$ cat config.mk
export PLATFORM = sky130hd
export DESIGN_NAME = wb_b3_line_fetch
export DESIGN_NICKNAME = d
export VERILOG_FILES = /design/src/rtl/wb_b3_line_fetch.sv
export SDC_FILE = /design/constraint.sdc
export NUM_CORES = 1
export LEC_CHECK = 0
export CORE_MARGIN = 2
export CORE_UTILIZATION = 34
export DETAILED_ROUTE_END_ITERATION = 16
export GPL_ROUTABILITY_DRIVEN = 0
export PLACE_DENSITY = 0.73
export RECOVER_POWER = 50
export SLEW_MARGIN = 20
export SYNTH_ARGS = -nofsm -noshare
export SYNTH_HDL_FRONTEND = slang
export SYNTH_SLANG_ARGS = --single-unit
export TNS_END_PERCENT = 1
$ cat constraint.sdc
create_clock -name wb_clk_i -period 2.2 [get_ports wb_clk_i]
set_input_delay 0.44 -clock wb_clk_i [delete_from_list [all_inputs] [get_ports wb_clk_i]]
set_output_delay 0.44 -clock wb_clk_i [all_outputs]
set_load 0.02 [all_outputs]
$ cat src/rtl/wb_b3_line_fetch.sv
// Wishbone B3 wrapped-burst line fetcher, critical word first.
// Streams each acked beat out one cycle later; aborts on err/rty/timeout.
module wb_b3_line_fetch #(
   parameter int AW      = 32,
   parameter int DW      = 32,
   parameter int BEATS   = 4,
   parameter int TIMEOUT = 255
) (
   input  logic          wb_clk_i,
   input  logic          wb_rst_n_i,
   input  logic          req_valid_i,
   output logic          req_ready_o,
   input  logic [AW-1:0] req_adr_i,
   output logic [AW-1:0] wbm_adr_o,
   output logic [DW-1:0] wbm_dat_o,
   output logic [3:0]    wbm_sel_o,
   output logic          wbm_we_o,
   output logic          wbm_cyc_o,
   output logic          wbm_stb_o,
   output logic [2:0]    wbm_cti_o,
   output logic [1:0]    wbm_bte_o,
   input  logic [DW-1:0] wbm_dat_i,
   input  logic          wbm_ack_i,
   input  logic          wbm_err_i,
   input  logic          wbm_rty_i,
   output logic          rd_valid_o,
   output logic [DW-1:0] rd_dat_o,
   output logic [3:0]    rd_idx_o,
   output logic          rd_last_o,
   output logic          done_o,
   output logic          err_o
);

   localparam int IW = $clog2(BEATS);
   localparam int TW = $clog2(TIMEOUT + 1);
   localparam logic [1:0] BTE = (BEATS == 16) ? 2'b11 :
                                (BEATS == 8)  ? 2'b10 : 2'b01;

   typedef enum logic [1:0] {
      IDLE,
      BURST,
      LAST,
      FINISH
   } state_t;

   state_t        state_q;
   state_t        state_d;
   logic [AW-1:0] adr_q;
   logic [IW-1:0] beat_q;
   logic [TW-1:0] tmo_q;
   logic          err_q;
   logic          rd_valid_q;
   logic [DW-1:0] rd_dat_q;
   logic [3:0]    rd_idx_q;
   logic          rd_last_q;

   logic          active;
   logic          fail;
   logic          good_ack;
   logic          tmo_hit;
   logic          last_beat;
   logic [IW-1:0] word_nxt;

   assign active    = (state_q == BURST) || (state_q == LAST);
   // err/rty win over a simultaneous ack
   assign fail      = active && (wbm_err_i || wbm_rty_i);
   assign good_ack  = active && wbm_ack_i && !fail;
   assign tmo_hit   = active && !fail && !good_ack &&
                      (tmo_q == TW'(TIMEOUT - 1));
   assign last_beat = (beat_q == IW'(BEATS - 2));
   assign word_nxt  = adr_q[IW+1:2] + IW'(1);

   assign wbm_adr_o  = adr_q;
   assign wbm_dat_o  = '0;
   assign wbm_sel_o  = 4'hf;
   assign wbm_we_o   = 1'b0;
   assign wbm_bte_o  = BTE;
   assign rd_valid_o = rd_valid_q;
   assign rd_dat_o   = rd_dat_q;
   assign rd_idx_o   = rd_idx_q;
   assign rd_last_o  = rd_last_q;

   always_comb begin
      state_d     = state_q;
      req_ready_o = 1'b0;
      wbm_cyc_o   = 1'b0;
      wbm_stb_o   = 1'b0;
      wbm_cti_o   = 3'b000;
      done_o      = 1'b0;
      err_o       = 1'b0;
      unique case (state_q)
         IDLE: begin
            req_ready_o = wb_rst_n_i;
            if (req_valid_i) state_d = BURST;
         end
         BURST: begin
            wbm_cyc_o = 1'b1;
            wbm_stb_o = 1'b1;
            wbm_cti_o = 3'b010;
            if (fail || tmo_hit)
               state_d = FINISH;
            else if (good_ack && last_beat)
               state_d = LAST;
         end
         LAST: begin
            wbm_cyc_o = 1'b1;
            wbm_stb_o = 1'b1;
            wbm_cti_o = 3'b111;
            if (fail || tmo_hit || good_ack)
               state_d = FINISH;
         end
         FINISH: begin
            done_o  = 1'b1;
            err_o   = err_q;
            state_d = IDLE;
         end
         default: state_d = IDLE;
      endcase
   end

   always_ff @(posedge wb_clk_i or negedge wb_rst_n_i) begin
      if (!wb_rst_n_i) begin
         state_q    <= IDLE;
         adr_q      <= '0;
         beat_q     <= '0;
         tmo_q      <= '0;
         err_q      <= 1'b0;
         rd_valid_q <= 1'b0;
         rd_dat_q   <= '0;
         rd_idx_q   <= '0;
         rd_last_q  <= 1'b0;
      end else begin
         state_q    <= state_d;
         rd_valid_q <= 1'b0;
         rd_last_q  <= 1'b0;
         if (state_q == IDLE && req_valid_i) begin
            adr_q  <= req_adr_i & ~AW'(3);
            beat_q <= '0;
            tmo_q  <= '0;
            err_q  <= 1'b0;
         end else if (active) begin
            if (fail || tmo_hit) begin
               err_q <= 1'b1;
            end else if (good_ack) begin
               beat_q        <= beat_q + IW'(1);
               adr_q[IW+1:2] <= word_nxt;
               tmo_q         <= '0;
               rd_valid_q    <= 1'b1;
               rd_dat_q      <= wbm_dat_i;
               rd_idx_q      <= 4'(adr_q[IW+1:2]);
               rd_last_q     <= (state_q == LAST);
            end else begin
               tmo_q <= tmo_q + TW'(1);
            end
         end else if (state_q == FINISH) begin
            err_q <= 1'b0;
         end
      end
   end

endmodule
==> metrics, run 1 <==
Total Routing Usage GR=0.1564; Distinct cells, synth=37; commonest cells in the netlist=nand2_1, dfrtp_1, buf_4, clkbuf_1; crit path launch=state_q[1]; worst-margin pin slew=876.6 ps; final period demand of the worst path=2146 ps; Pins Over Slew Limit=0; RSZ-0062 raised after global routing=true; DP HPWL=6.633 mm; IO Port Bufs=141; yosys warns=0; Synth area leader=dfrtp_1; Synth top area share=0.5370; number of global-route vias before repair=3074; synthesized flop and latch total=79; VDD IR-drop max=0.5618 mV; Cell Area, Synth=3681 um2; fmax=466.0 MHz; origin of the critical flop-to-flop path=state_q[1]; Mapped Avg Cell Area=8.913 um2; n_diodes=0; Die X=108.1 um; crit path to=tmo_q[7]; outcome=complete, no violations; main flop type after synthesis=dfrtp_1; Post-synth EDFFs=0; Placeable Area=10420 um2; synthesis-to-finish area growth=45.85%; DRC violations left=0; r2r setup slk=50 ps; Routed WL=9.021 mm; Post-Syn Instances=413; CTS max path bufs=2; Layout Utilization=0.5154; sequential area share after synthesis=0.5370; pre-CTS setup slack=-180.4 ps; max_slew headroom=0.4156; Req. time, crit path=2480 ps; ranking of synthesized cells by area=dfrtp_1, nand2_1, buf_4; crit start category=register; routed length per instance=12.81 um; pwr dens=1350 nW/um2; Hold Crit Class=in2async; Antenna Nets Post-Route=0; Setup crit end kind=register; vias=3026; setup bufs post-CTS=0; Root Buffer=clkbuf_8; Worst Setup Slack, final=54.18 ps; Initial Utilization=0.3534; ys async rst share=1.000; skew final=11.26 ps; die area=11670 um2; grt total ovfl=0; Worst Path Class, Setup=reg2reg; Via-to-Cell Ratio=4.298; Num CTS Buffers=9; 1st-iter DRT viols=130; period utilization=0.9754; worst r2r dst=tmo_q[7]; CTS tree=yes; top-count cell post-synth=nand2_1; Crit Path Max Fanout=4; Hold-fix buffers, CTS=0; worst r2r path cells=6; number of nets in the final layout=642; share of post-route cells with drive strength above 1=0.07923; Die Y-Extent=108.1 um; Rows=37; H-tree depth=3; Hold Vio Cnt, Final=0; clk sink count=79; global-route wire length before repair=14.30 mm; Max Cap Violations=0; Worst-Skew Late Latency=350 ps; pin count of the biggest net entering global routing=45; io pins=187; Clk pin slew, worst setup/hold paths=90 ps; CTS-repair resized insts=5; Static Leakage=0.002650 uW; WP data arrival=2430 ps; antenna violations before repair=0; DR pass1 iterations=4; final setup vio count=0
power by group:
group	total (uW)	switching, uW	internal (uW)
Combinational	3750	2010	1740
Sequential	2410	343	2070
Clock	1090	536	554
worst min-delay path by stage:
stage | end | slack, ps | depth (start not counted)
global route | rd_dat_o[24] | 460 | 2
floorplan | beat_q[0] | 140 | 0
detailed placement | rd_dat_o[17] | 460 | 2
finish | rd_dat_o[28] | 380 | 2
global placement | wbm_adr_o[11] | 460 | 2
CTS | rd_dat_o[28] | 150 | 2
flip-flops by register name (all words and copies together), names as in the netlist:
register    count
tmo_q           8
err_q           1
beat_q          2
rd_last_o       1
rd_dat_o       32
wbm_adr_o      30
rd_idx_o        2
rd_valid_o      1
state_q         2
cell type report:
cell class	count	area [um2]
multi-input combinational	306	1446
sequential	79	1977
timing repair buffer	159	1546
clock inverter	5	57.56
tap	136	170.2
clock buffer	11	141.4
inverter	8	30.03
fill	967	5047
critical path, stage by stage (launching register included):
cell and delay (ps):
dfrtp_1 370, inv_2 70, ha_4 270, or3b_4 380
or4b_4 510, or3_4 340, a21oi_2 130
placed cells by master (no fill, tap or decap), types with 2 or more instances in the layout:
cell type	instances
dlygate4sd2_1	5
nor2_1	9
buf_4	14
and3_1	2
clkbuf_1	2
nand2_1	191
clkbuf_8	10
a311o_1	2
ha_1	8
xor2_1	2
o21ai_0	7
mux2_2	2
clkbuf_2	2
dfrtp_1	79
inv_2	2
nor3_1	2
and2_1	4
clkinvlp_4	3
clkdlybuf4s50_1	133
a31oi_1	2
dlymetal6s2s_1	2
xnor2_1	3
mux2i_1	2
or3_1	2
conb_1	43
inv_1	6
nand2b_1	2
a21oi_1	5
stage by stage:
step | instance area [um2] | TNS, ps | hold slack, ps | instances | power, uW
floorplan | 3847 | -22.48 | 144.4 | 454 | 4491
global placement | 5184 | -377.3 | 456.5 | 688 | 6179
detailed placement | 5184 | -687.6 | 460.9 | 688 | 6282
CTS | 5376 | 0 | 148.5 | 704 | 7369
global route | 5369 | -51.14 | 455.3 | 704 | 7765
finish | 5369 | 0 | 379.6 | 704 | 7248
kinds of logic after synthesis:
group / synth area share
compound gates: 0.04317
xor+xnor: 0.01190
fa+ha+maj: 0.03059
buf+inv: 0.1176
flops: 0.5371
mux: 0.01156
other cells: 0.002040
simple gates: 0.2461
layer usage:
metal | GRT usage | vias to the layer above | routed length [um]
met5 | 0 | - | 0
met4 | 0.06044 | 0 | 205
met3 | 0.06329 | 15 | 828
met2 | 0.2642 | 114 | 4412
met1 | 0.1770 | 1401 | 3575
li1 | - | 1496 | -
Note: power is estimated with default switching activity, not from simulation.
==> inputs of run 2 (changes only) <==
--- a/config.mk
+++ b/config.mk
@@ -5,11 +5,12 @@
 export SDC_FILE = /design/constraint.sdc
 export NUM_CORES = 1
 export LEC_CHECK = 0
+export ABC_AREA = 1
 export CORE_MARGIN = 2
 export CORE_UTILIZATION = 34
 export DETAILED_ROUTE_END_ITERATION = 16
 export GPL_ROUTABILITY_DRIVEN = 0
-export PLACE_DENSITY = 0.73
+export PLACE_DENSITY = 0.72
 export RECOVER_POWER = 50
 export SLEW_MARGIN = 20
 export SYNTH_ARGS = -nofsm -noshare
==> run 2 against run 1 <==
Effect of this change: die area is 4.3% higher; wire length is 0.21% lower; cell area is 2.7% higher; utilization is 1.1 points lower; area after synthesis is 4.4% higher; global-route usage is 0.68 points lower; clock power is 39% higher; largest power group unchanged; critical endpoint is now wbm_cti_o[2]; highest routed layer unchanged.
==> metrics, run 2 <==
synthesized flop and latch total=79 (unchanged); period utilization=0.9741 (-0.001308); Rows=38 (+2.7%); Via-to-Cell Ratio=4.339 (+0.95%); Largest register FFs=32 (unchanged); worst r2r path cells=9 (+3); Hold Vio Cnt, Final=0 (unchanged); Placeable Area=10940 um2 (+5.0%); Fill cells=1027 (+6.2%); WP data arrival=1700 ps (-730 ps); outcome=complete, no violations; Cell Area, Synth=3844 um2 (+4.4%); Pins Over Slew Limit=0 (unchanged); worst r2r dst=rd_idx_o[0]; final period demand of the worst path=2143 ps (-2.878 ps); ranking of synthesized cells by area=dfrtp_1, nand2_1, buf_4; CTS tree=yes; Synth area leader=dfrtp_1; ys async rst share=1.000 (unchanged); number of nets in the final layout=683 (+6.4%); top-count cell post-synth=nand2_1; worst-margin pin slew=1067 ps (+190.5 ps); Comb pwr share=0.491 (-0.026); Root Buffer=clkbuf_16; main flop type after synthesis=dfrtp_1; commonest non-fill, non-tap cell in the layout=nand2_1; share of post-route cells with drive strength above 1=0.06076 (-0.01847); yosys warns=0 (unchanged); Static Leakage=0.002865 uW (+8.1%); n_diodes=0 (unchanged); Die X=110.3 um (+2.1%); final std cells w/o fill=749 (+6.4%); origin of the critical flop-to-flop path=state_q[1]; clk sink count=79 (unchanged); VDD IR-drop max=0.6159 mV (+9.6%); most frequent cells in the layout=nand2_1, clkdlybuf4s50_1, dfrtp_1; die area=12170 um2 (+4.3%); global-route wire length before repair=14.17 mm (-0.87%); max_slew headroom=0.2886 (-0.1270); CP top delay family=buffers and inverters; pin count of the biggest net entering global routing=80 (+78%); Distinct cells, synth=31 (-16%); crit start category=register; grt total ovfl=0 (unchanged); Total Routing Usage GR=0.1496 (-0.006772); Switching Fraction=0.3998 (+0.0008310); H-tree depth=3 (unchanged); Antenna Nets Post-Route=0 (unchanged); Setup crit end kind=primary output; vias=3250 (+7.4%); Num CTS Buffers=9 (unchanged); Crit Path Max Fanout=5 (+1); Synth top area share=0.5143 (-0.02273); IO Port Bufs=141 (unchanged); Worst-Skew Late Latency=330 ps (-20 ps); Die Y-Extent=110.3 um (+2.1%); DR pass1 iterations=4 (unchanged); CTS max path bufs=2 (unchanged); number of global-route vias before repair=3055 (-0.62%); Total Neg Setup Slack=0 ps (unchanged); Worst Path Class, Setup=reg2out; Max Cap Violations=0 (unchanged); NetSw=3109 uW (+7.5%); Worst Hold End=rd_dat_o[5]; Critical Path Max Stage Delay=610 ps (+100 ps); Post-Syn Instances=462 (+12%); Hold Crit Class=reg2reg; DP HPWL=6.710 mm (+1.2%); DRC violations left=0 (unchanged); Clock power frac=0.196 (+0.046); r2r setup slk=220 ps (+170 ps); fmax=466.6 MHz (+0.13%); Routed WL=9.002 mm (-0.21%); CP max-delay cell=clkdlybuf4s50_1; commonest cells in the netlist=nand2_1, dfrtp_1, buf_4, nand3_1, inv_1; synthesis-to-finish area growth=43.42%; 1st-iter DRT viols=166 (+28%); Layout Utilization=0.5041 (-0.01132); Clk pin slew, worst setup/hold paths=70 ps (-20 ps); routed length per instance=12.02 um (-6.2%); Mapped Avg Cell Area=8.320 um2 (-6.7%); Post-synth EDFFs=0 (unchanged); crit-path cells=inv_1, ha_1, clkdlybuf4s50_1; Hold Path Depth=2; Req. time, crit path=1760 ps (-720 ps); Initial Utilization=0.3515 (-0.001906); WP buf/inv=2 (+1); pwr dens=1411 nW/um2 (+4.5%); final setup vio count=0 (unchanged); io pins=187 (unchanged); Hold-fix buffers, CTS=0 (unchanged); skew final=13.41 ps (+2.152 ps); Post-Place Cells=733 (+6.5%); sequential cell fraction of total power=0.314 (-0.018); sequential area share after synthesis=0.5143 (-0.02273); hold path startpoint=rd_dat_o[5]; antenna violations before repair=0 (unchanged); internal power=4667 uW (+7.1%); RSZ-0062 raised after global routing=false
-- run 2: cell types whose count changed in the layout (fill, tap and decap cells not counted), sizes merged, moves of 8 or more --
| cell | delta |
|---|---|
| dlygate4sd3 | +13 |
| nand3 | +20 |
| buf | -8 |
| inv | +18 |
| nand2 | +37 |
| clkdlybuf4s50 | -12 |
-- run 2: what timing repair did --
item,4_1_cts,5_1_grt
hold endpoints to repair,0,0
gates resized for setup,4,3
setup buffers,0,0
setup endpoints to repair,4,3
cloned,0,0
-- run 2: stage by stage --
step	power, uW	area (um2)	hold slack, ps	setup slack [ps]
2_1_floorplan	4720	3998	144.4	255.2
3_3_place_gp	6319	5219	452.3	211.2
3_5_place_dp	6420	5219	459.0	143.3
4_1_cts	7944	5523	432.4	18.35
5_1_grt	8308	5513	484.5	11.73
6_report	7776	5513	464.5	57.06
-- run 2: worst max path at each step --
stage,from,end,slack [ps],depth (start not counted)
after floorplan,state_q[0],rd_dat_o[10],260,11
after global placement,state_q[1],wbm_stb_o,210,3
after detailed placement,state_q[0],wbm_cyc_o,140,3
after CTS,state_q[0],wbm_cti_o[0],20,3
after global routing,state_q[0],wbm_cti_o[2],10,3
final,state_q[0],wbm_cti_o[2],60,3
-- run 2: power by group through the flow --
stage | Clock [uW] | Combinational, uW | Sequential [uW]
finish | 1520 | 3820 | 2440
global route | 1620 | 4170 | 2520
CTS | 1570 | 3930 | 2450
detailed placement | 0 | 3970 | 2450
global placement | 0 | 3890 | 2430
floorplan | 0 | 1620 | 3100
-- run 2: layout make-up --
cell class / instances / area (um2) / share of cell area
inverters: 25 / 98.84 / 0.01793
clock inverters: 4 / 52.55 / 0.009532
well taps: 140 / 175.2 / 0.03177
clock buffers: 12 / 256.5 / 0.04653
repair buffers: 151 / 1488 / 0.2699
multi-input cells: 338 / 1464 / 0.2655
flip-flops and latches: 79 / 1978 / 0.3588
-- run 2: logic make-up after synthesis --
logic type / Yosys count / share of synthesized area
flip-flops: 79 / 0.5143
other: 2 / 0.001954
buffers and inverters: 86 / 0.1429
AO/OA/AOI/OAI: 16 / 0.02376
AND/OR/NAND/NOR: 268 / 0.2832
adder cells (fa/ha/maj): 9 / 0.02930
XOR/XNOR: 2 / 0.004558
-- run 2: layer usage --
layer,track usage,vias up,share of wire
met1,0.1834,1511,0.42
met4,0.05536,0,0.017
met3,0.05467,14,0.078
li1,-,1609,-
met2,0.2415,116,0.49
met5,0,-,0
-- run 2: worst min-delay path, stage by stage, from the launching register on --
cell     delay (ps)
dfrtp_1         330
nand2_1          50
nand2_1          50
